## src/rtl/snapshot_sequencer_pkg.sv

```systemverilog
// Shared definitions for the ULA snapshot capture path: FSM encodings and
// the default front-end geometry used by the DOA top.
package snapshot_sequencer_pkg;

   localparam int unsigned ULA_SAMPLE_WIDTH = 12;
   localparam int unsigned ULA_NUM_CH       = 4;

   typedef enum logic [1:0] {
      ST_IDLE  = 2'd0,
      ST_RUN   = 2'd1,
      ST_DRAIN = 2'd2,
      ST_DONE  = 2'd3
   } seq_state_t;

endpackage

```

## src/rtl/snapshot_serializer.sv

```systemverilog
// Parallel-load holding register for one multi-channel IQ snapshot, emitted
// channel by channel through registered outputs, gated by out_ready.
module snapshot_serializer #(
   parameter int unsigned SAMPLE_WIDTH = 12,
   parameter int unsigned NUM_CH       = 4,
   parameter int unsigned CH_WIDTH     = 2
) (
   input  logic                           clk,
   input  logic                           rst_n,
   input  logic                           clear,
   input  logic                           load,
   input  logic                           load_last,
   input  logic [NUM_CH*SAMPLE_WIDTH-1:0] in_i,
   input  logic [NUM_CH*SAMPLE_WIDTH-1:0] in_q,
   input  logic                           out_ready,
   output logic [SAMPLE_WIDTH-1:0]        out_i,
   output logic [SAMPLE_WIDTH-1:0]        out_q,
   output logic [CH_WIDTH-1:0]            out_ch,
   output logic                           out_valid,
   output logic                           out_last,
   output logic                           active
);

   localparam logic [CH_WIDTH-1:0] LAST_CH = CH_WIDTH'(NUM_CH - 1);

   logic [SAMPLE_WIDTH-1:0] hold_i [NUM_CH];
   logic [SAMPLE_WIDTH-1:0] hold_q [NUM_CH];
   logic [CH_WIDTH-1:0]     idx;
   logic                    pending;
   logic                    last_snap;

   // pending stays high until the final channel has been handed to the outputs,
   // so a new load is accepted in the same cycle the last word is presented.
   assign active = pending;

   always_ff @(posedge clk or negedge rst_n) begin
      if (!rst_n) begin
         for (int k = 0; k < int'(NUM_CH); k++) begin
            hold_i[k] <= '0;
            hold_q[k] <= '0;
         end
         idx       <= '0;
         pending   <= 1'b0;
         last_snap <= 1'b0;
         out_i     <= '0;
         out_q     <= '0;
         out_ch    <= '0;
         out_valid <= 1'b0;
         out_last  <= 1'b0;
      end else if (clear) begin
         idx       <= '0;
         pending   <= 1'b0;
         last_snap <= 1'b0;
         out_valid <= 1'b0;
         out_last  <= 1'b0;
      end else if (load) begin
         for (int k = 0; k < int'(NUM_CH); k++) begin
            hold_i[k] <= in_i[k*SAMPLE_WIDTH +: SAMPLE_WIDTH];
            hold_q[k] <= in_q[k*SAMPLE_WIDTH +: SAMPLE_WIDTH];
         end
         last_snap <= load_last;
         pending   <= 1'b1;
         out_last  <= 1'b0;
         // ch0 goes straight to the outputs so it appears the cycle after the load
         if (out_ready) begin
            out_i     <= in_i[SAMPLE_WIDTH-1:0];
            out_q     <= in_q[SAMPLE_WIDTH-1:0];
            out_ch    <= '0;
            out_valid <= 1'b1;
            idx       <= CH_WIDTH'(1);
         end else begin
            out_valid <= 1'b0;
            idx       <= '0;
         end
      end else if (pending && out_ready) begin
         out_i     <= hold_i[idx];
         out_q     <= hold_q[idx];
         out_ch    <= idx;
         out_valid <= 1'b1;
         out_last  <= last_snap && (idx == LAST_CH);
         if (idx == LAST_CH) begin
            pending <= 1'b0;
            idx     <= '0;
         end else begin
            idx <= idx + 1'b1;
         end
      end else begin
         out_valid <= 1'b0;
         out_last  <= 1'b0;
      end
   end

endmodule

```

## src/rtl/snapshot_sequencer.sv

```systemverilog
// Capture controller for ULA IQ snapshots: start/abort FSM, decimation,
// snapshot counting and overflow reporting in front of the serialiser.
module snapshot_sequencer
   import snapshot_sequencer_pkg::*;
#(
   parameter int unsigned SAMPLE_WIDTH = ULA_SAMPLE_WIDTH,
   parameter int unsigned NUM_CH       = ULA_NUM_CH,
   parameter int unsigned CH_WIDTH     = 2,
   parameter int unsigned LEN_WIDTH    = 16,
   parameter int unsigned DECIM_WIDTH  = 8
) (
   input  logic                           clk,
   input  logic                           rst_n,
   input  logic [LEN_WIDTH-1:0]           cfg_len,
   input  logic [DECIM_WIDTH-1:0]         cfg_decim,
   input  logic                           start,
   input  logic                           abort,
   input  logic [NUM_CH*SAMPLE_WIDTH-1:0] adc_i,
   input  logic [NUM_CH*SAMPLE_WIDTH-1:0] adc_q,
   input  logic                           adc_valid,
   input  logic                           out_ready,
   output logic [SAMPLE_WIDTH-1:0]        out_i,
   output logic [SAMPLE_WIDTH-1:0]        out_q,
   output logic [CH_WIDTH-1:0]            out_ch,
   output logic                           out_valid,
   output logic                           out_last,
   output logic                           busy,
   output logic                           done,
   output logic                           overflow
);

   seq_state_t             state;
   logic [LEN_WIDTH-1:0]   len_q;
   logic [LEN_WIDTH-1:0]   snap_cnt;
   logic [DECIM_WIDTH-1:0] decim_q;
   logic [DECIM_WIDTH-1:0] decim_cnt;
   logic                   slot;
   logic                   final_slot;
   logic                   ser_load;
   logic                   ser_active;

   // A slot is the kept 1-of-(decim+1) adc_valid; it loads only into an idle serialiser.
   assign slot       = (state == ST_RUN) && adc_valid && (decim_cnt == '0);
   assign final_slot = (snap_cnt == len_q - 1'b1);
   assign ser_load   = slot && !ser_active && !abort;

   snapshot_serializer #(
      .SAMPLE_WIDTH (SAMPLE_WIDTH),
      .NUM_CH       (NUM_CH),
      .CH_WIDTH     (CH_WIDTH)
   ) u_serializer (
      .clk       (clk),
      .rst_n     (rst_n),
      .clear     (abort),
      .load      (ser_load),
      .load_last (final_slot),
      .in_i      (adc_i),
      .in_q      (adc_q),
      .out_ready (out_ready),
      .out_i     (out_i),
      .out_q     (out_q),
      .out_ch    (out_ch),
      .out_valid (out_valid),
      .out_last  (out_last),
      .active    (ser_active)
   );

   always_ff @(posedge clk or negedge rst_n) begin
      if (!rst_n) begin
         state     <= ST_IDLE;
         len_q     <= '0;
         decim_q   <= '0;
         snap_cnt  <= '0;
         decim_cnt <= '0;
         busy      <= 1'b0;
         done      <= 1'b0;
         overflow  <= 1'b0;
      end else if (abort) begin
         state <= ST_IDLE;
         busy  <= 1'b0;
         done  <= 1'b0;
      end else begin
         done <= 1'b0;
         unique case (state)
            ST_IDLE: begin
               if (start) begin
                  len_q     <= cfg_len;
                  decim_q   <= cfg_decim;
                  overflow  <= 1'b0;
                  snap_cnt  <= '0;
                  decim_cnt <= '0;
                  busy      <= 1'b1;
                  if (cfg_len != '0) begin
                     state <= ST_RUN;
                  end else begin
                     state <= ST_DONE;
                     done  <= 1'b1;
                  end
               end
            end
            ST_RUN: begin
               if (adc_valid) begin
                  if (decim_cnt == '0) begin
                     decim_cnt <= decim_q;
                     if (!ser_active) begin
                        snap_cnt <= snap_cnt + 1'b1;
                        if (final_slot) state <= ST_DRAIN;
                     end else begin
                        overflow <= 1'b1;
                     end
                  end else begin
                     decim_cnt <= decim_cnt - 1'b1;
                  end
               end
            end
            ST_DRAIN: begin
               if (out_last) begin
                  state <= ST_DONE;
                  done  <= 1'b1;
               end
            end
            ST_DONE: begin
               state <= ST_IDLE;
               busy  <= 1'b0;
            end
            default: state <= ST_IDLE;
         endcase
      end
   end

endmodule

```

## config.mk

```make
export PLATFORM = sky130hd
export DESIGN_NAME = snapshot_sequencer
export DESIGN_NICKNAME = d
export VERILOG_FILES = /design/src/rtl/snapshot_sequencer_pkg.sv /design/src/rtl/snapshot_serializer.sv /design/src/rtl/snapshot_sequencer.sv
export SDC_FILE = /design/constraint.sdc
export NUM_CORES = 1
export LEC_CHECK = 0
export CAP_MARGIN = 15
export CORE_ASPECT_RATIO = 1.2
export CORE_MARGIN = 2
export CORE_UTILIZATION = 57
export DETAILED_ROUTE_END_ITERATION = 8
export PLACE_DENSITY = 0.89
export SLEW_MARGIN = 25
export SYNTH_ARGS = -nofsm -noshare
export SYNTH_HDL_FRONTEND = slang
export SYNTH_SLANG_ARGS = --single-unit
```

## constraint.sdc

```tcl
create_clock -name clk -period 8.4 [get_ports clk]
set_clock_uncertainty 0.2 [all_clocks]
set_input_delay 1.68 -clock clk [delete_from_list [all_inputs] [get_ports clk]]
set_output_delay 1.68 -clock clk [all_outputs]
set_load 0.02 [all_outputs]
```

; ---- After elaboration in Yosys (flattened, before gate mapping)
; Index checks and enable logic that the tools add are counted.
[classes]
addsub = 4
n_mul = 0
div = 0
magnitude_cmp = 1
eq_ne = 17
shift = 0
muxes = 64
bitwise = 2
n_reduce_logical = 26
[ops]
columns = operator, n
row1 = 2-to-1 mux 12 bit, 10
row2 = 2-to-1 mux 16 bit, 4
row3 = binary-select mux 12 bit (select 2 bit), 2
row4 = one-hot mux 16 bit (2 select lines), 1
row5 = 2-to-1 mux 2 bit, 15
row6 = 2-to-1 mux 1 bit, 24
row7 = 2-to-1 mux 8 bit, 3
row8 = AND reduction 6 bit, 3
row9 = adder 16 x 1 -> 16 bit (second input constant), 1
row10 = equality test 16 bit, 1
row11 = one-hot mux 8 bit (2 select lines), 1
row12 = nonzero test 16 bit, 1
row13 = subtractor 16 x 1 -> 16 bit (second input constant), 1
row14 = inequality test 3 x 2 -> 1 bit (second input constant), 3
row15 = inequality test 3 bit (second input constant), 3
row16 = nonzero test 3 bit, 3
row17 = zero test 8 bit, 1
row18 = inequality test 2 bit (second input constant), 4
row19 = one-hot mux 2 bit (4 select lines), 1
row20 = subtractor 8 x 1 -> 8 bit (second input constant), 1
row21 = equality test 2 bit (second input constant), 3
row22 = logical AND 1 bit, 6
row23 = one-hot mux 1 bit (2 select lines), 3
row24 = AND reduction 2 bit, 3
row25 = other kinds (11), 16
[totals]
register_bits = 181
latchBits = 0
ram_bits = 0
romBits = 0
inputBits = 126
output_inout_bits = 31
n_memories = 0

; ---- Longest topological paths before layout
; Gate-level depths: netlist (run 1).
[logic_depth]
ltp_word = 8
ltp_mapped = 11
mapped_depth_nobuf = 9

; ---- By module
; A second synthesis (run 1) with hierarchy kept.
[unflattened]
cells_unflattened = 711
area_unflattened_um2 = 8883.5
[by_module_without_submodules]
columns = mod, n_inst, cells_each, area_each_um2
row1 = snapshot_serializer, 1, 375, 5675.4
row2 = snapshot_sequencer, 1, 336, 3208.1

; ---- Worst setup path after synthesis (run 1)
; OpenSTA, ideal clock, no wires.
[synth_timing]
path_type = input -> register
startpoint = input adc_valid
endpoint = register snap_cnt[6]
setup_time_ns = 0.132
arrival_ns = 3.005
required_ns = 8.068
slack_ns = 5.063
stages = 8
n_path_buf = 1
path_cell_list = nand2_1 -> a211o_1 -> o32ai_4 -> and3_1 -> buf_2 -> nand4_1 -> xor2_1 -> nor2_1
[synth_between]
elab_chain_cells = 2
[synth_rtl]
columns = element, line
row1 = from (decl), snapshot_sequencer.sv:20  ; input logic adc_valid,
row2 = inequality test 2 bit (no source line), -
row3 = AND reduction 6 bit (no source line), -
row4 = to (signal assigned), snapshot_sequencer.sv:106  ; snap_cnt <= snap_cnt + 1'b1;
row5 = to (decl), snapshot_sequencer.sv:34  ; logic [LEN_WIDTH-1:0] snap_cnt;
; No other way between the ends.
; A chain may end at the register's enable or synchronous reset.

; ---- Worst setup path after layout (run 1)
[layout_timing]
startpoint = input abort
endpoint = register u_serializer.hold_q[29] in the netlist's numbering
[layout_between]
elab_chain_cells = 3
[layout_rtl]
columns = element, line
row1 = from (decl), snapshot_sequencer.sv:17  ; input logic abort,
row2 = zero test 1 bit, snapshot_sequencer.sv:45  ; assign ser_load = slot && !ser_active && !abort;
row3 = logical AND 1 bit, snapshot_sequencer.sv:45
row4 = AND reduction 2 bit (no source line) *, -
row5 = "to (signal, indexed assignment)", snapshot_serializer.sv:59  ; hold_q[k] <= in_q[k*SAMPLE_WIDTH +: SAMPLE_WIDTH];
row6 = to (decl), snapshot_serializer.sv:27  ; logic [SAMPLE_WIDTH-1:0] hold_q [NUM_CH];
; Every way passes the cells marked *; elsewhere a longest branch is shown, timed or not.

==> results.md, run 1 <==
- Pwr Total: about 0.0035 W
- Antenna-violating nets left: 0
- Final cycle utilization of the critical path: around half
- CTS Buf Count: 17
- Clk pin slew, worst setup/hold paths: 0.07 ns
- Clk sink count: ~180
- Crit Path Max Fanout: 47
- First-pass GRT wire length: 32.46 mm
- Mapped Avg Cell Area: between 10 and 15 um^2
- Largest stage delay, worst path: 0.73 ns
- Iteration-0 DRC count of the detailed router: around 340
- Drt total wl: between 15 and 20 mm
- Met3 Track Usage GR: 7.736%
- Min-Delay Path Class: register to register
- FP Rows: 49
- Worst-Margin Slew: 1.033 ns
- Vias: 6047
- M2 GR Usage: 42.94%
- Diodes inserted: 0
- Clk buf depth: 2
- Slew Limit Headroom: 30.90%
- DRC Markers: 0
- Crit end category: register
- CP arrival: 4.26 ns
- Core region area: 15020 um^2
- Die height: 140.1 um
- Mapped Cells: 703
- Count of warnings emitted by yosys: 0
- # Max-Cap Violations: 0
- Setup crit start kind: primary input
- Most used DFF post-synth: dfrtp_1
- VDD IR-drop max: 0.0001785 V
- Slew Viols, Final: 0
- IO Port Bufs: ~160
- Drt first pass iters: 4
- Static Leak: slightly below 5 nW
- Slowest stage cell on the critical path: clkdlybuf4s50_1
- Hold buffer count at cts: 0
- Postcts setup bufs: 0
- Grt total ovfl: 0
- Crit path from: abort
- Required @ worst endpoint: 8.51 ns
- Final Hold Fails: 0
- Post-synth EDFFs: 0
- Yosys cell types: 58
- Register bit total from synthesis: 181
- RSZ-0062 raised after global routing: no
- Fin cells: roughly 1.1k
- Skew-Pair Late Insertion Delay: 0.43 ns
- RR Startpoint: decim_cnt[0]$_DFFE_PN0P_
- Min-delay src: u_serializer.out_q[9]$_DFFE_PN0P_
- Layout cells sized above 1: a little under a quarter
- Post-route core utilization: approximately three quarters
- Ys async rst share: between 90% and 100%
- Mapped cell area: 8797 um^2
- P&R area growth vs syn: 25.87%
- Starting density of the core: between 50% and 60%
- CTS tree: built
- Syn nets: 837
- Vias in the first global route: approximately 6.5k
- Tmin final: between 4 and 5 ns
- Die footprint: 16450 um^2
- DP HPWL: 13.61 mm
- Power density cells: 318.8 nW/um^2
- I/O pin count: approximately 160
- GRT Util Overall: 24.76%
- Seq/Total Area, Yosys: 51.49%
- Nets: 973
- Kind of critical path: primary input to register
- Cells after DPL: 1023
- DR vias/cell: between 5 and 6
- Outcome: finished clean
- Hold slack: 0.2816 ns
- Global route hottest layer: met2
- Routability congestion estimate: just under 0.9
- Final setup viols: 0
- Setup TNS: 0 ns
- Pin count of the biggest net entering global routing: 115
- Initial antenna violation count: 0
- Crit-path cells: clkdlybuf4s50_1, nand2b_4, buf_12, buf_4, mux2_2
- Die Wd: 117.4 um
- Root Driver: clkbuf_16
- Average wire per standard cell: 18.38 um
- Met1 Track Usage GR: 29.27%
- H-tree Lvls: 4
- Max Freq: 0.2409 GHz
- Resized cells post-CTS: 0
## cells by family (layout without fill, tap and decap cells)
| kind of cell | after synthesis | after routing | synth area share (%) |
|---|---|---|---|
| AOI/OAI and AO/OA | 87 | 87 | 6.429 |
| xor gates and xnor gates | 31 | 31 | 3.086 |
| adders and majority gates | 8 | 8 | 1.138 |
| buffers and inverters | 59 | 207 | 2.973 |
| DFF | 181 | 181 | 51.49 |
| muxes | 171 | 171 | 24.58 |
| and+or+nand+nor | 166 | 166 | 10.31 |
## layout make-up
cell class	instances	area, um^2
well taps	204	255.2
clock inverters	13	147.6
inverters	14	52.55
repair buffers	162	1623
multi-input cells	463	4025
flip-flops and latches	181	4531
clock buffers	18	439.2
fillers	958	3948
## report_power, final
group | internal [W] | switching, W
logic | 0.000697 | 0.000553
clock network | 0.000450 | 0.000347
registers | 0.00121 | 0.000275
total | 0.00236 | 0.00117
## cells in the mapped netlist (3+ instances only)
library cell / instances / area (um^2)
nor4_1: 10 / 62.56
mux4_2: 24 / 540.5
nand3_1: 8 / 40.04
nand2_1: 48 / 180.2
a31oi_1: 3 / 18.77
and4_1: 3 / 26.28
a21oi_1: 12 / 60.06
dfrtp_1: 181 / 4529
or3_1: 6 / 37.54
nor3_1: 14 / 70.07
xor2_1: 20 / 175.2
mux2i_1: 27 / 270.3
xnor2_1: 11 / 96.34
nor2_1: 35 / 131.4
o21ai_0: 48 / 240.2
buf_2: 14 / 70.07
ha_1: 8 / 100.1
clkbuf_1: 24 / 90.09
nor2b_1: 4 / 25.02
o31ai_1: 3 / 22.52
mux2_2: 120 / 1351
nor4_2: 3 / 37.54
buf_1: 3 / 11.26
nand4_1: 8 / 50.05
nor3b_1: 3 / 22.52
nand3b_1: 3 / 22.52
inv_1: 14 / 52.55
nand2b_1: 5 / 31.28
## critical path: cells and delay by family
family	cells	cell delay [ns]
buffers and inverters	3	1.57
muxes	1	0.41
and+or+nand+nor	1	0.56
## state kept, by name, indices dropped and copies added, names as in the netlist, 2 cells and up
name                 flops
decim_cnt                8
decim_q                  8
len_q                   16
snap_cnt                16
state                    2
u_serializer.hold_i     48
u_serializer.hold_q     48
u_serializer.idx         2
u_serializer.out_ch      2
u_serializer.out_i      12
u_serializer.out_q      12
## worst paths after layout
check | depth (start not counted) | endpoint | slack (ns)
max | 5 | u_serializer.hold_q[29]$_DFFE_PN0P_ | 4.25
min | 2 | u_serializer.out_q[9]$_DFFE_PN0P_ | 0.28
max reg2reg | 10 | u_serializer.out_q[5]$_DFFE_PN0P_ | 4.79
min reg2reg | 2 | u_serializer.out_q[9]$_DFFE_PN0P_ | 0.28
max in group asynchronous | 2 | u_serializer.out_q[1]$_DFFE_PN0P_ | 5.42
min in group asynchronous | 1 | decim_q[5]$_DFFE_PN0P_ | 1.16
## layout by cell type (no fill, tap or decap), types with 4 or more instances in the layout
| cell type | n |
|---|---|
| o21ai_0 | 48 |
| clkdlybuf4s50_1 | 155 |
| nand3_1 | 8 |
| a21oi_1 | 12 |
| mux2i_1 | 27 |
| clkbuf_16 | 17 |
| ha_1 | 8 |
| buf_4 | 5 |
| nor4_1 | 10 |
| nor3_1 | 14 |
| xnor2_1 | 11 |
| nor2b_1 | 4 |
| nor2_1 | 35 |
| mux4_2 | 24 |
| inv_1 | 14 |
| xor2_1 | 20 |
| dfrtp_1 | 180 |
| nand2b_1 | 4 |
| nand4_1 | 8 |
| nand2_1 | 48 |
| or3_1 | 6 |
| mux2_2 | 120 |
## per-layer routing
layer / part of all wire, % / vias up
met5: 0 / -
met4: 1.9 / 0
met3: 6.1 / 33
met2: 52 / 146
met1: 40 / 3061
li1: - / 2807
## through the flow
step                cell area (um^2)  setup slack, ns
floorplan                       8797            5.063
global placement               10460            3.732
detailed placement             10460            3.630
CTS                            11050            4.089
global route                   11070            4.081
finish                         11070            4.249
(Power assumes the default switching activity.)
==> run 2: changes to the inputs <==
Settings changed: CORE_UTILIZATION 57 to 53, PLACE_DENSITY 0.89 to 0.83.
Clock period 8.4 ns to 4.2 ns, I/O delays scaled along.
==> results.md, run 2 (synthesis results as in run 1) <==
- Setup crit start kind: register (was primary input)
- Resized cells post-CTS: 0 (unchanged)
- Vias: 6038 (was 6047)
- Final Hold Fails: 0 (unchanged)
- # Max-Cap Violations: 0 (unchanged)
- DRC Markers: 0 (unchanged)
- Tmin final: 3.325 ns
- Largest stage delay, worst path: 0.48 ns (was 0.73 ns)
- Required @ worst endpoint: 4.30 ns (was 8.51 ns)
- DP HPWL: 13.75 mm (was 13.61 mm)
- Min-Delay Path Class: primary input to async pin (was register to register)
- Nets: 977 (was 973)
- Worst r2r path cells: 8 (was 10)
- CP top delay family: simple AND/OR/NAND/NOR gates (was buffers and inverters)
- Most frequent cells in the layout: dfrtp_1 (180), clkdlybuf4s50_1 (155), mux2_2 (120), nand2_1 (48), o21ai_0 (48) (unchanged)
- Outcome: finished clean (unchanged)
- Clk buf depth: 2 (unchanged)
- Average wire per standard cell: 18.55 um (was 18.38 um)
- H-tree Lvls: 4 (unchanged)
- Final cycle utilization of the critical path: between 70% and 80%
- Drt first pass iters: 4 (unchanged)
- Postcts setup bufs: 0 (unchanged)
- Max Freq: between 0.3 and 0.4 GHz
- Clk pin slew, worst setup/hold paths: 0.07 ns (about the same)
- CP Depth: 8 (was 5)
- GRT Util Overall: 23.49% (was 24.76%)
- Die footprint: 17650 um^2 (was 16450 um^2)
- Clk sink count: 181 (unchanged)
- Starting density of the core: 54.06% (was 58.57%)
- Static Leak: 4.846 nW (was 4.828 nW)
- Core region area: 16270 um^2 (was 15020 um^2)
- CTS tree: built (unchanged)
- Initial antenna violation count: 0 (unchanged)
- FP Rows: 51 (was 49)
- Largest regs: u_serializer.hold_i: 48 flops, u_serializer.hold_q: 48 flops (unchanged)
- Crit end category: register (unchanged)
- Slew Viols, Final: 0 (unchanged)
- Skew-Pair Late Insertion Delay: 0.42 ns (was 0.43 ns)
- Pin count of the biggest net entering global routing: 107 (was 115)
- Drt total wl: 19.76 mm (was 19.39 mm)
- Die height: 145.1 um (was 140.1 um)
- Final setup viols: 0 (unchanged)
- CP arrival: 3.42 ns (was 4.26 ns)
- Die Wd: 121.6 um (was 117.4 um)
- Layout cells sized above 1: 23.80% (was 23.97%)
- Buffers & Inverters on Critical Path: 2 (was 3)
- Crit-path cells: inv_1, ha_1, or3b_4, or3_4, nor3_4, nand2b_4, buf_12, mux2_2 (was clkdlybuf4s50_1, nand2b_4, buf_12, buf_4, mux2_2)
- Pwr Total: 0.007056 W (was 0.003530 W)
- Slowest stage cell on the critical path: or3_4 (was clkdlybuf4s50_1)
- Power density cells: 634.1 nW/um^2 (was 318.8 nW/um^2)
- RSZ-0062 raised after global routing: no (unchanged)
- Antenna-violating nets left: 0 (unchanged)
- Routability congestion estimate: 0.8328 (was 0.8798)
- Hold buffer count at cts: 0 (unchanged)
- Kind of critical path: register to register (was primary input to register)
- CTS Buf Count: 17 (unchanged)
- IO Port Bufs: 156 (unchanged)
- Iteration-0 DRC count of the detailed router: 438 (was 343)
- Post-route core utilization: 68.39% (was 73.72%)
- P&R area growth vs syn: 26.50% (was 25.87%)
- DR vias/cell: 5.669 (was 5.732)
- VDD IR-drop max: 0.0003465 V (was 0.0001785 V)
- Diodes inserted: 0 (unchanged)
- I/O pin count: 157 (unchanged)
- Setup TNS: 0 ns (unchanged)
- Hold slack: 0.07745 ns (was 0.2816 ns)
- Most common cell after layout, fill and taps aside: dfrtp_1 (unchanged)
- Root Driver: clkbuf_16 (unchanged)
- Vias in the first global route: 6641 (was 6485)
- Grt total ovfl: 0 (unchanged)
- Worst-Margin Slew: 0.6645 ns (was 1.033 ns)
- Crit Path Max Fanout: 44 (was 47)
- Slew Limit Headroom: 55.53% (was 30.90%)
- First-pass GRT wire length: 32.67 mm (was 32.46 mm)
## run 2: cell type report
cell class,count,area [um^2]
inverters,14,52.55
flip-flops and latches,181,4533
clock buffers,20,436.7
repair buffers,166,1683
multi-input cells,463,4025
fillers,1094,5144
well taps,212,265.3
clock inverters,9,132.6
## run 2: metrics by stage
step	setup slack, ns	instances	area (um^2)
2_1_floorplan	1.401	703	8797
3_3_place_gp	0.9273	1035	10530
3_5_place_dp	0.8466	1035	10530
4_1_cts	0.8804	1064	11100
5_1_grt	0.6409	1065	11130
6_report	0.8751	1065	11130
## run 2: layer usage
layer	vias to the layer above	global-route usage, %	share of wire [%]
met5	-	0	0
met4	0	9.483	3.0
met3	42	7.036	6.3
met2	172	40.51	54
met1	3013	27.09	37
li1	2811	-	-
## run 2: worst reg2reg max path, cell delays in order, from the launching register on
cell,delay [ns]
dfrtp_1,0.41
inv_1,0.07
ha_1,0.18
or3b_4,0.41
or3_4,0.48
nor3_4,0.35
nand2b_4,0.42
buf_12,0.36
mux2_2,0.32
## run 2: final timing paths
check                                                       start                                   to  slack, ns
worst max-delay path                     decim_cnt[0]$_DFFE_PN0P_  u_serializer.hold_q[46]$_DFFE_PN0P_       0.88
worst min-delay path                                        rst_n   u_serializer.hold_q[7]$_DFFE_PN0P_       0.08
worst max register to register           decim_cnt[0]$_DFFE_PN0P_  u_serializer.hold_q[46]$_DFFE_PN0P_       0.88
worst min register to register  u_serializer.out_q[9]$_DFFE_PN0P_    u_serializer.out_q[9]$_DFFE_PN0P_       0.29
max in group asynchronous                                   rst_n      u_serializer.idx[0]$_DFFE_PN0P_       2.66
min in group clk                u_serializer.out_q[9]$_DFFE_PN0P_    u_serializer.out_q[9]$_DFFE_PN0P_       0.29
## run 2: where the power goes
part	switching, W	internal (W)	total [W]	leakage (nW)
Clock	0.000635	0.000926	0.00156	0.272
Combinational	0.00112	0.00140	0.00252	2.27
Sequential	0.000555	0.00242	0.00297	2.30
